==> src/rtl/cache_refill_ctrl.sv <==
// cache_refill_ctrl: memory-side controller for a 2-way, 16-set, 4-word-line
// write-through L1 data cache. It handles read-miss line refills, forwards
// stores to memory, keeps a 1-bit per-set LRU and stalls the CPU while busy.
// Optional feature macro: CRIT_WORD_FIRST_EN (refill starts at the missed word).
module cache_refill_ctrl #(
    parameter int NUM_SETS    = 16,
    parameter int BLOCK_WORDS = 4,
    parameter int TAG_BITS    = 24
) (
    input  logic                        clk,
    input  logic                        rst_n,
    input  logic                        i_cpu_req,
    input  logic                        i_cpu_we,
    input  logic [31:0]                 i_cpu_addr,
    input  logic [31:0]                 i_cpu_wdata,
    input  logic                        i_cache_hit,
    input  logic                        i_cache_hit_way,
    output logic                        o_stall,
    output logic                        o_fill_valid,
    output logic [3:0]                  o_fill_set,
    output logic                        o_fill_way,
    output logic [TAG_BITS-1:0]         o_fill_tag,
    output logic [32*BLOCK_WORDS-1:0]   o_fill_data,
    output logic                        o_mem_req_valid,
    input  logic                        i_mem_req_ready,
    output logic                        o_mem_req_we,
    output logic [31:0]                 o_mem_req_addr,
    output logic [31:0]                 o_mem_req_wdata,
    input  logic                        i_mem_rsp_valid,
    input  logic [31:0]                 i_mem_rsp_data
);

    typedef enum logic [2:0] {
        S_IDLE, S_WR_REQ, S_RD_REQ, S_RD_RSP, S_FILL, S_DONE
    } state_t;

    state_t                      r_state;
    logic [27:0]                 r_line_addr;   // byte addr[31:4] of the missed line
    logic [1:0]                  r_k;           // word slot currently being fetched
    logic [1:0]                  r_cnt;         // responses already received
    logic [31:0]                 r_line [0:BLOCK_WORDS-1];
    logic [NUM_SETS-1:0]         r_lru;         // per set: way to evict next
    logic                        r_fill_valid;
    logic [3:0]                  r_fill_set;
    logic                        r_fill_way;
    logic [TAG_BITS-1:0]         r_fill_tag;
    logic [32*BLOCK_WORDS-1:0]   r_fill_data;
    logic                        r_mem_valid;
    logic                        r_mem_we;
    logic [31:0]                 r_mem_addr;
    logic [31:0]                 r_mem_wdata;

    logic [3:0]                  w_cpu_set;
    logic [1:0]                  w_first_k;
    logic [32*BLOCK_WORDS-1:0]   w_line_next;
    logic                        w_unused_ok;

    assign w_cpu_set   = i_cpu_addr[7:4];
    // Byte-lane bits never reach memory: requests are word aligned.
    assign w_unused_ok = &{1'b0, i_cpu_addr[1:0]};

`ifdef CRIT_WORD_FIRST_EN
    assign w_first_k = i_cpu_addr[3:2];
`else
    assign w_first_k = 2'd0;
`endif

    // Line as it looks once the word arriving this cycle lands in its slot.
    generate
        for (genvar gi = 0; gi < BLOCK_WORDS; gi++) begin : g_line
            assign w_line_next[32*gi +: 32] = (r_k == 2'(gi)) ? i_mem_rsp_data : r_line[gi];
        end
    endgenerate

    // Stall: busy in every state except DONE; in IDLE only for misses and stores.
    always_comb begin
        o_stall = 1'b0;
        case (r_state)
            S_IDLE:  o_stall = i_cpu_req && (i_cpu_we || !i_cache_hit);
            S_DONE:  o_stall = 1'b0;
            default: o_stall = 1'b1;
        endcase
    end

    // Main FSM with registered memory-request and fill outputs.
    always_ff @(posedge clk or negedge rst_n) begin
        if (!rst_n) begin
            r_state      <= S_IDLE;
            r_line_addr  <= '0;
            r_k          <= '0;
            r_cnt        <= '0;
            r_lru        <= '0;
            r_fill_valid <= 1'b0;
            r_fill_set   <= '0;
            r_fill_way   <= 1'b0;
            r_fill_tag   <= '0;
            r_fill_data  <= '0;
            r_mem_valid  <= 1'b0;
            r_mem_we     <= 1'b0;
            r_mem_addr   <= '0;
            r_mem_wdata  <= '0;
            for (int i = 0; i < BLOCK_WORDS; i++) r_line[i] <= '0;
        end else begin
            case (r_state)
                S_IDLE: begin
                    if (i_cpu_req && i_cpu_we) begin
                        if (i_cache_hit) r_lru[w_cpu_set] <= ~i_cache_hit_way;
                        r_mem_valid <= 1'b1;
                        r_mem_we    <= 1'b1;
                        r_mem_addr  <= {i_cpu_addr[31:2], 2'b00};
                        r_mem_wdata <= i_cpu_wdata;
                        r_state     <= S_WR_REQ;
                    end else if (i_cpu_req && !i_cache_hit) begin
                        r_line_addr <= i_cpu_addr[31:4];
                        r_k         <= w_first_k;
                        r_cnt       <= 2'd0;
                        r_mem_valid <= 1'b1;
                        r_mem_we    <= 1'b0;
                        r_mem_addr  <= {i_cpu_addr[31:4], w_first_k, 2'b00};
                        r_mem_wdata <= '0;
                        r_state     <= S_RD_REQ;
                    end else if (i_cpu_req) begin
                        r_lru[w_cpu_set] <= ~i_cache_hit_way;
                    end
                end
                S_WR_REQ: begin
                    if (i_mem_req_ready) begin
                        r_mem_valid <= 1'b0;
                        r_state     <= S_DONE;
                    end
                end
                S_RD_REQ: begin
                    if (i_mem_req_ready) begin
                        r_mem_valid <= 1'b0;
                        r_state     <= S_RD_RSP;
                    end
                end
                S_RD_RSP: begin
                    if (i_mem_rsp_valid) begin
                        r_line[r_k] <= i_mem_rsp_data;
                        if (r_cnt == 2'd3) begin
                            r_fill_valid <= 1'b1;
                            r_fill_set   <= r_line_addr[3:0];
                            r_fill_way   <= r_lru[r_line_addr[3:0]];
                            r_fill_tag   <= r_line_addr[27:4];
                            r_fill_data  <= w_line_next;
                            r_state      <= S_FILL;
                        end else begin
                            r_k         <= r_k + 2'd1;
                            r_cnt       <= r_cnt + 2'd1;
                            r_mem_valid <= 1'b1;
                            r_mem_addr  <= {r_line_addr, r_k + 2'd1, 2'b00};
                            r_state     <= S_RD_REQ;
                        end
                    end
                end
                S_FILL: begin
                    r_fill_valid        <= 1'b0;
                    r_lru[r_fill_set]   <= ~r_fill_way;
                    r_state             <= S_DONE;
                end
                S_DONE: begin
                    // One dead cycle so the still-held request does not retrigger.
                    r_state <= S_IDLE;
                end
                default: r_state <= S_IDLE;
            endcase
        end
    end

    assign o_fill_valid    = r_fill_valid;
    assign o_fill_set      = r_fill_set;
    assign o_fill_way      = r_fill_way;
    assign o_fill_tag      = r_fill_tag;
    assign o_fill_data     = r_fill_data;
    assign o_mem_req_valid = r_mem_valid;
    assign o_mem_req_we    = r_mem_we;
    assign o_mem_req_addr  = r_mem_addr;
    assign o_mem_req_wdata = r_mem_wdata;

endmodule

==> config.mk <==
export PLATFORM = sky130hd
export DESIGN_NAME = cache_refill_ctrl
export DESIGN_NICKNAME = d
export VERILOG_FILES = /design/src/rtl/cache_refill_ctrl.sv
export SDC_FILE = /design/constraint.sdc
export NUM_CORES = 1
export LEC_CHECK = 0
export ABC_CLOCK_PERIOD_IN_PS = 2460
export CAP_MARGIN = 30
export CORE_ASPECT_RATIO = 0.7
export CORE_UTILIZATION = 40
export DETAILED_ROUTE_END_ITERATION = 6
export SETUP_SLACK_MARGIN = 0.5
export SLEW_MARGIN = 20
export SYNTH_ARGS = -nofsm -noshare
export SYNTH_HDL_FRONTEND = slang
export SYNTH_SLANG_ARGS = --single-unit
==> constraint.sdc <==
create_clock -name clk -period 2.46 [get_ports clk]
set_input_delay 0.246 -clock clk [delete_from_list [all_inputs] [get_ports clk]]
set_output_delay 0.246 -clock clk [all_outputs]
set_load 0.01 [all_outputs]
# After elaboration in Yosys (flattened, before gate mapping)
# Cells that the tools add are included.
# W data, S select, Z words.
# op_classes
addsub	2
magnitude_cmp	7
n_eq_ne	21
n_reduce_logical	26
bitwise_logic	4
muxes	54
# op_table
op	count
$mux W32	11
$bwmux W128	1
$demux W32 S2	1
$mux W16	4
$pmux W32 S2	1
$bwmux W16	2
$pmux W16 S2	1
$mux W3	6
$lt A4 B5 Y1 const B	3
$pmux W3 S5	1
$ne A2 B2 Y1 const B	7
$mux W1	12
$mux W2	6
$ne A3 B3 Y1 const B	4
$reduce_and A4 Y1	3
$reduce_and A5 Y1	2
$reduce_and A3 Y1	3
$demux W1 S4	2
$ge A4 B1 Y1 const B	2
$pmux W2 S2	2
$reduce_bool A2 Y1	4
$eq A2 B2 Y1 const B	3
$eq A3 B2 Y1 const B	2
$eq A3 B3 Y1 const B	2
19 further kinds	29
# word_totals
in_bits	104
regBits	403
output_inout_bits	225

# Depth between registers and ports, before layout
# Gate-level depths: netlist (run 1).
# depth
depth_word	9
depth_mapped	8

# Worst setup path before layout (run 1)
# No wires, ideal clock.
# synth_timing
path_kind	register to register
startpoint	reg r_state[1]
endpoint	reg r_lru[3]
arrival_time_ns	1.728
path_stages_with_launch	6
path_buffers	1
path_slack_ns	0.604
period_less_slack_ns	1.856
setup_ns	0.128
path_cell_list	dfrtp_1 buf_2 or3b_1 or3_1 o22ai_1 mux2_1
# synth_via
elab_chain_cells	3
word_cells_on_any_way	8
cone_classes	4 x eq/ne; 1 x mux; 3 x reduce/logical
# synth_rtl
element	line_no	text
start: declaration	37	state_t r_state;
start signal: assignment	88	r_state <= S_IDLE;
start signal: assignment	112	r_state <= S_WR_REQ;
start signal: assignment	121	r_state <= S_RD_REQ;
$logic_not A3 Y1 or $eq A3 B3 Y1 (tied branches)	104	case (r_state)
$ne A3 B3 Y1 (no source line) or $reduce_bool A2 Y1 (tied branches)	n/a	
$reduce_and A4 Y1 (no source line)	n/a	
end signal: indexed assignment	107	if (i_cache_hit) r_lru[w_cpu_set] <= ~i_cache_hit_way;
end signal: indexed assignment	123	r_lru[w_cpu_set] <= ~i_cache_hit_way;
end signal: indexed assignment	159	r_lru[r_fill_set] <= ~r_fill_way;
end: declaration	42	logic [NUM_SETS-1:0] r_lru;
# Several ways; a longest one is shown, not always the timed one.
# A chain may end at the register's enable or synchronous reset.

# Final worst setup path (run 1)
# layout_timing
startpoint	reg r_state[0]
endpoint	reg r_lru[1]
# Same word-level chain as after synthesis.

==> results.py, run 1 <==
metrics = {
    "grt": {
        "grt_max_degree": 107,
        "grt_pass1_wl_um": 69280,
        "grt_antenna_before_repair": 1,
        "grt.overflow.total": 0,
        "grt_pass1_vias": 11790,
        "grt_use_total_pct": 20.51,
    },
    "floorplanning": {
        "die_h_um": 174.4,
        "start_util_pct": 41.00,
        "die_area_mm2": 0.04330,
        "ios": 329,
        "fp.dieW_um": 248.3,
        "rows": 62,
        "core_area_mm2": 0.04142,
    },
    "sta": {
        "maxSlewViolCount": 0,
        "layout_setup_ws_ps": 470.3,
        "setup_viol": 0,
        "rsz0062_at_grt": "yes",
        "post-route-period-util_pct": 80.88,
        "relSlewSlack_pct": 62.89,
        "min_period_ps": 1990,
        "fin_skew_ps": 9.990,
        "hold_viol_final": 0,
        "tightestPinTransition_ps": 556.7,
        "setup_tns_ps": 0,
        "max_freq_mhz": 502.6,
    },
    "power": {
        "p_comb_share_pct": 37.5,
        "power_frac_seq_pct": 39.2,
        "powerDensity_mw_per_mm2": 1243,
        "leakage_nw": 9.993,
        "clkPwrFrac_pct": 23.3,
        "p_switching_w": 0.008818,
        "p_int_w": 0.01951,
        "peakVddDrop_mv": 0.6037,
        "swShare_pct": 31.13,
    },
    "placement": {
        "pre_cts_ws_ps": 312.9,
        "place_area_mm2": 0.02108,
        "portBuffers": 324,
        "hpwlAfterDp_um": 28900,
        "place.gp.congestion": 0.8562,
    },
    "critical_path": {
        "critPathCaptureType": "flip-flop",
        "crit_family": "simple AND/OR/NAND/NOR gates",
        "worstSetupStartpointType": "flip-flop",
        "critPathKind": "flip-flop to flip-flop",
        "cpMaxStageDelayCell": "dfrtp_2",
        "worstPathCellList": "buf_6 -> or3b_4 -> or3_4 -> o22ai_2 -> mux2_4",
        "cp.arrival_ps": 2400,
        "cp_max_fo": 5,
        "path_buf_inv": 1,
        "cpPeakStageDelay_ps": 470,
        "crit_required_ps": 2870,
    },
    "synth": {
        "yosys.cell_count.top_type": "dfrtp_1",
        "yosys.area_share.adder_pct": 0.3684,
        "synth_edf_count": 0,
        "synthFlopType": "dfrtp_1",
        "ys_seq_area_share_pct": 59.09,
        "synth_area_mm2": 0.01698,
        "ys_seq_elements": 401,
        "synth_xor_area_share_pct": 0.05157,
        "yosysWarnings": 0,
        "synth_area_per_cell_um2": 12.38,
        "synth_cell_type_count": 41,
        "synth-compound-area-share_pct": 7.456,
        "synth_common_cells": "dfrtp_1 (401), nand2_1 (233), mux2_2 (227)",
        "async_flop_share_pct": 100.0,
        "synth_area_leaders": "dfrtp_1 (59%), mux2_2 (15%), mux2i_1 (7.8%)",
        "synth_area_leader_cell": "dfrtp_1",
        "synthCells": 1372,
        "yosys.area.top_type_share_pct": 59.09,
        "synth_top_family_by_area": "multiplexers",
        "synthSimpleGateAreaFrac_pct": 7.029,
        "synthMuxAreaShare_pct": 23.50,
    },
    "route": {
        "dr.pass1.iters": 4,
        "vias_per_cell": 5.111,
        "via_count": 11620,
        "routed_wl_um": 44100,
        "wl_per_cell_um": 19.39,
        "drc": 0,
        "drt_iter0_markers": 607,
        "postRouteAntennaNets": 0,
    },
    "clock_network": {
        "htreeDepth": 2,
        "cts_tree": "done",
        "numCtsBuffers": 41,
        "clk_latency_ps": 540,
        "cts.path.max_buffers": 3,
        "cts.clk_slew.worst_paths_ps": 70,
        "cts_root_buffer": "clkbuf_16",
        "cts_sinks": 401,
    },
    "flow_run": {
        "drv_cap": 0,
    },
    "outcome": {
        "status": "completed",
    },
    "layout": {
        "drive_above_1_share_pct": 23.18,
        "antenna-diode-count": 0,
        "area_growth_pct": 34.25,
        "final_util_pct": 55.04,
        "final_net_count": 1808,
        "nFillCells": 3595,
        "fin_area_mm2": 0.02280,
    },
    "hold_path": {
        "hp-class": "primary input to async pin",
    },
}
[power by group through the flow]
stage               clock network [W]  logic (W)  registers (W)
global placement                    0     0.0103         0.0111
global route                  0.00704     0.0115         0.0115
detailed placement                  0     0.0104         0.0112
CTS                           0.00676     0.0106         0.0111
floorplan                           0    0.00507         0.0114
finish                        0.00659     0.0106         0.0111
[layout make-up]
type | count | area (um2) | share of cell area, %
clock buffers | 59 | 1226 | 5.378
clock inverters | 15 | 209.0 | 0.9165
inverters | 3 | 11.26 | 0.04939
multi-input cells | 874 | 6739 | 29.56
flip-flops and latches | 401 | 10040 | 44.03
well taps | 544 | 680.7 | 2.985
repair buffers | 378 | 3895 | 17.08
[what timing repair did]
item	4_1_cts	5_1_grt
hold buffers	1	0
pin swaps	2	8
setup buffers	6	2
endpoints found under the setup margin	42	58
endpoints found under the hold margin	52	0
cloned	0	1
gates resized for setup	24	27
[state kept, by name, summed over array words and instances (netlist names), 2 cells and up]
signal and cells:
r_line 128, o_fill_data 128, r_state 3, o_mem_req_addr 30, r_lru 16, r_cnt 2
o_fill_set 4, o_mem_req_wdata 32, r_k 2, o_fill_tag 24, r_line_addr 28
[cell usage in the layout (no fill, tap or decap), drive strengths merged, types with 3 or more instances in the layout]
| master | count |
|---|---|
| a21oi | 5 |
| mux2 | 231 |
| and3 | 3 |
| nand3b | 3 |
| o21ai | 133 |
| a22o | 34 |
| clkbuf | 60 |
| mux4 | 3 |
| mux2i | 132 |
| dfrtp | 401 |
| nand2 | 233 |
| clkinv | 7 |
| inv | 4 |
| buf | 54 |
| nor3b | 3 |
| nand3 | 9 |
| bufinv | 5 |
| nand2b | 7 |
| nor2 | 7 |
| o22ai | 32 |
| clkdlybuf4s50 | 322 |
| or2 | 3 |
| nand4 | 4 |
| ha | 5 |
| nor2b | 6 |
[stage by stage]
stage          cells  power (W)  hold WS (ps)
6_report        2274    0.02833         251.7
5_1_grt         2274    0.03006         293.2
4_1_cts         2271    0.02850         274.7
3_5_place_dp    2190    0.02165         236.4
3_3_place_gp    2190    0.02142         235.4
2_1_floorplan   1373    0.01649        -49.59
[path summary, 6_finish.rpt]
path                                  from             endpoint  slack, ps  depth (start not counted)
setup / recovery                r_state[0]             r_lru[1]        470                          5
hold / removal                       rst_n      o_fill_data[60]        250                          2
setup reg to reg                r_state[0]             r_lru[1]        470                          5
hold reg to reg              o_fill_tag[8]        o_fill_tag[8]        480                          2
max in group asynchronous            rst_n      r_line_addr[13]       1420                          3
min in group clk           i_cpu_wdata[18]  o_mem_req_wdata[18]        310                          2
[routing by layer]
| layer | part of all wire, % | track usage, % |
|---|---|---|
| met1 | 47 | 29.52 |
| met2 | 45 | 30.98 |
| met3 | 6.5 | 5.311 |
| met4 | 1.7 | 4.573 |
| met5 | 0.029 | 0 |
[logic make-up (layout without fill, tap and decap cells)]
logic type,after synthesis,count (layout)
and+or+nand+nor,287,287
other,1,2
xor gates and xnor gates,1,1
AOI/OAI and AO/OA,213,213
buffers and inverters,98,455
DFF,401,401
adders and majority gates,5,5
muxes,366,366
Note: power is estimated with default switching activity, not from simulation.
==> run 2: changes to the inputs <==
ABC_CLOCK_PERIOD_IN_PS = 1700   (was 2460)
PLACE_DENSITY = 0.67   (was default)
clock period = 1.7 ns   (was 2.46 ns; I/O delays follow)
==> results.py, run 2 (synthesis gave the netlist of run 1 again) <==
metrics = {
    "floorplanning": {
        "start_util_pct": 41.00,
        "die_h_um": 174.4,
        "rows": 62,
        "die_area_mm2": 0.04330,
        "ios": 329,
        "core_area_mm2": 0.04142,
        "fp.dieW_um": 248.3,
    },
    "placement": {
        "dp_cells": 2216,
        "hpwlAfterDp_um": 30390,
        "pre_cts_ws_ps": -288.2,
        "place_area_mm2": 0.02147,
        "place.gp.congestion": 0.8808,
        "portBuffers": 324,
    },
    "grt": {
        "grt_use_total_pct": 22.92,
        "grt_max_degree": 81,
        "grt_pass1_vias": 13000,
        "grt.overflow.total": 0,
        "grt_pass1_wl_um": 76730,
        "grt_antenna_before_repair": 2,
    },
    "route": {
        "drc": 0,
        "wl_per_cell_um": 24.50,
        "vias_per_cell": 5.511,
        "dr.pass1.iters": 5,
        "via_count": 13870,
        "routed_wl_um": 61670,
        "drt_iter0_markers": 1011,
        "postRouteAntennaNets": 0,
    },
    "power": {
        "powerDensity_mw_per_mm2": 1743,
        "peakVddDrop_mv": 0.8914,
        "power_w": 0.04752,
        "leakage_nw": 13.16,
    },
    "sta": {
        "max_freq_mhz": 509.4,
        "relSlewSlack_pct": 59.05,
        "setup_viol": 397,
        "post-route-period-util_pct": 115.5,
        "tightestPinTransition_ps": 613.0,
        "maxSlewViolCount": 0,
        "layout_setup_ws_ps": -263.0,
        "fin_skew_ps": 20.26,
        "hold_viol_final": 0,
        "rsz0062_at_grt": "yes",
        "min_period_ps": 1963,
        "setup_tns_ps": -53070,
    },
    "clock_network": {
        "numCtsBuffers": 41,
        "cts_sinks": 401,
        "cts_root_buffer": "clkbuf_16",
        "cts.clk_slew.worst_paths_ps": 60,
        "htreeDepth": 2,
        "cts.path.max_buffers": 3,
        "cts_tree": "done",
        "clk_latency_ps": 540,
    },
    "outcome": {
        "violations": "negative setup slack",
        "status": "finished, violations left",
    },
    "layout": {
        "fin_area_mm2": 0.02726,
        "drive_above_1_share_pct": 56.74,
        "final_net_count": 2052,
        "instances_no_fill": 2517,
        "area_growth_pct": 60.52,
        "final_common_cell": "dfrtp_1",
        "final_cell_mix": "dfrtp_1 (392), clkbuf_2 (159), mux2_4 (148), buf_4 (148), mux2i_1 (130)",
        "nFillCells": 2948,
    },
    "critical_path": {
        "cp.arrival_ps": 2370,
        "crit_required_ps": 2110,
        "timing.rr.start": "r_state[2]",
        "worstSetupStartpointType": "flip-flop",
        "ff2ff_path_depth": 5,
        "cp-endpoint": "r_lru[3]",
        "critPathKind": "flip-flop to flip-flop",
        "r2r_slack_ps": -260,
        "cp_max_fo": 4,
        "critPathCaptureType": "flip-flop",
        "startpoint": "r_state[2]",
        "reg2reg_to": "r_lru[3]",
    },
    "hold_path": {
        "hp-class": "primary input to async pin",
    },
    "flow_run": {
        "drv_cap": 0,
    },
}
==> run 2: stage by stage <==
stage,hold slack (ps),utilization [%]
3_3_place_gp,89.35,51.83
6_report,152.4,65.81
4_1_cts,156.8,58.05
5_1_grt,176.1,65.81
2_1_floorplan,-125.6,-
3_5_place_dp,89.47,51.83
==> run 2: per-layer routing <==
layer | track usage [%] | up-vias | wire length, um
li1 | - | 6000 | -
met1 | 32.66 | 7169 | 26500
met2 | 34.99 | 565 | 28650
met3 | 5.759 | 136 | 4590
met4 | 5.488 | 2 | 1916
met5 | 0 | - | 13
==> run 2: timing repair <==
action	CTS	global route
gates resized for setup	172	1184
endpoints found under the setup margin	624	624
endpoints found under the hold margin	401	0
pin swaps	14	197
setup buffers	27	129
cloned	13	58
hold buffers	1	0
==> run 2: worst min path at each step <==
stage | from | to | slack (ps) | cells after the start
after CTS | rst_n | r_line[96] | 160 | 2
after detailed placement | rst_n | o_fill_data[58] | 90 | 1
after global placement | rst_n | o_fill_data[58] | 90 | 1
after global routing | rst_n | r_line[0] | 180 | 2
final | rst_n | o_fill_data[58] | 150 | 2
after floorplan | rst_n | o_fill_data[0] | -130 | 0
==> run 2: where the power goes <==
part / internal, W / total, W / switching (W)
Clock: 0.00544 / 0.00929 / 0.00385
Combinational: 0.0121 / 0.0215 / 0.00936
Sequential: 0.0136 / 0.0168 / 0.00312
==> run 2: final cells by class <==
class | count | area, um2 | share of cell area [%]
Tap cell | 544 | 680.7 | 2.497
Multi-Input combinational cell | 874 | 8594 | 31.53
Sequential cell | 401 | 10050 | 36.85
Clock inverter | 12 | 152.6 | 0.5600
Inverter | 3 | 11.26 | 0.04131
Timing Repair Buffer | 622 | 6554 | 24.04
Antenna cell | 1 | 2.502 | 0.009180
Clock buffer | 60 | 1219 | 4.471
==> run 2: worst max-delay path: stages, from the launching register on <==
cell,delay [ps]
dfrtp_1,410
buf_6,140
or3b_4,390
or3_4,390
o22ai_2,190
mux2_4,320
==> run 3: changes to the inputs <==
RECOVER_POWER = 100   (was default)
==> results.py, run 3 (synthesis gave the netlist of run 1 again) <==
metrics = {
    "critical_path": {
        "crit_family": "simple AND/OR/NAND/NOR gates",
        "ff2ff_path_depth": 5,
        "crit_required_ps": 2110,
        "critPathCaptureType": "flip-flop",
        "cpPeakStageDelay_ps": 410,
        "cp_max_fo": 4,
        "cpMaxStageDelayCell": "dfrtp_1",
        "critPathKind": "flip-flop to flip-flop",
        "startpoint": "r_state[2]",
        "worstSetupStartpointType": "flip-flop",
        "cp.arrival_ps": 2360,
        "timing.rr.start": "r_state[2]",
        "crit_cells": 5,
        "worstPathCellList": "buf_6 -> or3b_4 -> or3_4 -> o22ai_2 -> mux2_4",
        "path_buf_inv": 1,
    },
    "route": {
        "wl_per_cell_um": 24.52,
        "via_count": 13820,
        "postRouteAntennaNets": 0,
        "vias_per_cell": 5.489,
        "routed_wl_um": 61720,
        "drc": 0,
        "dr.pass1.iters": 5,
        "drt_iter0_markers": 1030,
    },
    "placement": {
        "hpwlAfterDp_um": 30390,
        "place_area_mm2": 0.02147,
        "portBuffers": 324,
        "place.gp.congestion": 0.8808,
        "pre_cts_ws_ps": -288.2,
        "dp_cells": 2216,
    },
    "sta": {
        "tightestPinTransition_ps": 1201,
        "hold_viol_final": 0,
        "min_period_ps": 1954,
        "timing.hold.ws_ps": 248.1,
        "post-route-period-util_pct": 114.9,
        "layout_setup_ws_ps": -253.6,
        "setup_viol": 397,
        "relSlewSlack_pct": 19.97,
        "fin_skew_ps": 20.42,
        "rsz0062_at_grt": "yes",
        "max_freq_mhz": 511.9,
        "maxSlewViolCount": 0,
    },
    "grt": {
        "grt_pass1_vias": 13000,
        "grt_use_total_pct": 22.92,
        "grt_antenna_before_repair": 2,
        "grt.overflow.total": 0,
        "grt_max_degree": 81,
        "grt_pass1_wl_um": 76730,
    },
    "hold_path": {
        "hold_start": "i_cpu_wdata[1]",
        "hp-class": "primary input to flip-flop",
        "hold_depth": 2,
    },
    "clock_network": {
        "numCtsBuffers": 41,
        "cts.path.max_buffers": 3,
        "clk_latency_ps": 540,
        "cts_sinks": 401,
        "cts_root_buffer": "clkbuf_16",
        "cts_tree": "done",
        "htreeDepth": 2,
        "cts.clk_slew.worst_paths_ps": 60,
    },
    "layout": {
        "final_net_count": 2052,
        "final_common_cell": "dfrtp_1",
        "nFillCells": 3139,
        "drive_above_1_share_pct": 45.64,
        "final_util_pct": 64.20,
        "area_growth_pct": 56.60,
        "instances_no_fill": 2517,
        "fin_area_mm2": 0.02660,
        "final_cell_mix": "dfrtp_1 (394), clkbuf_1 (225), mux2_4 (148), buf_4 (144), mux2i_1 (130)",
    },
    "power": {
        "p_switching_w": 0.01621,
        "p_int_w": 0.03008,
        "clkPwrFrac_pct": 20.1,
        "swShare_pct": 35.01,
        "peakVddDrop_mv": 0.8611,
        "powerDensity_mw_per_mm2": 1740,
        "leakage_nw": 12.33,
        "p_comb_share_pct": 44.0,
        "power_frac_seq_pct": 35.9,
    },
    "floorplanning": {
        "die_h_um": 174.4,
        "fp.dieW_um": 248.3,
        "rows": 62,
        "start_util_pct": 41.00,
        "core_area_mm2": 0.04142,
        "ios": 329,
        "die_area_mm2": 0.04330,
    },
    "outcome": {
        "status": "finished, violations left",
        "violations": "negative setup slack",
    },
    "flow_run": {
        "drv_cap": 0,
    },
}
-- run 3: changes by cell type in the layout (fill, tap and decap cells not counted), moves of 2 or more --
| cell | change |
|---|---|
| buf_12 | -6 |
| buf_2 | -5 |
| buf_6 | -50 |
| clkbuf_4 | +5 |
| dfrtp_1 | +2 |
| clkbuf_1 | +217 |
| dfrtp_2 | -2 |
| clkbuf_2 | -158 |
| buf_4 | -4 |
-- run 3: worst reg2reg max path: stages (launching register included) --
cell	delay, ps
dfrtp_1	410
buf_6	140
or3b_4	390
or3_4	390
o22ai_2	190
mux2_4	320
-- run 3: stage by stage --
stage	setup TNS (ps)	power [W]
after floorplan	-1113	0.02413
after global placement	-15720	0.03151
after detailed placement	-19830	0.03201
after CTS	-24890	0.04326
after global routing	-76100	0.04844
final	-51570	0.04629
-- run 3: cell type report --
| class | count | area, um2 | area share, % |
|---|---|---|---|
| clock buffers | 60 | 1219 | 4.582 |
| diodes | 1 | 2.502 | 0.009409 |
| multi-input cells | 874 | 8594 | 32.32 |
| flip-flops and latches | 401 | 10040 | 37.76 |
| inverters | 3 | 11.26 | 0.04234 |
| well taps | 544 | 680.7 | 2.559 |
| repair buffers | 622 | 5892 | 22.15 |
| clock inverters | 12 | 152.6 | 0.5740 |
-- run 3: timing repair --
item	4_1_cts	5_1_grt
buffers inserted	27	129
hold buffers	1	0
resized for setup	172	1184
endpoints found under the hold margin	401	0
setup endpoints to repair	624	624
gates cloned	13	58
pin swaps	14	197
-- run 3: final timing paths --
check	slack, ps	to
hold / removal	250	o_mem_req_wdata[1]
hold reg to reg	480	o_fill_data[0]
max in group asynchronous	140	r_line[126]
min in group asynchronous	450	o_fill_data[58]
setup reg to reg	-250	r_lru[3]
setup / recovery	-250	r_lru[3]
-- run 3: routing by layer --
metal  GRT usage [%]  vias up  part of all wire (%)
met5               0        -                 0.021
met4           5.488        2                   3.1
met3           5.759      135                   7.2
met2           34.99      517                    46
met1           32.66     7160                    43
li1                -     6003                     -
-- run 3: power groups by stage --
stage                     clock network (W)  logic, W  registers [W]
final                               0.00928    0.0204         0.0166
after global routing                0.00980    0.0216         0.0170
after CTS                           0.00939    0.0177         0.0162
after detailed placement                  0    0.0157         0.0163
after global placement                    0    0.0154         0.0161
after floorplan                           0   0.00761         0.0165
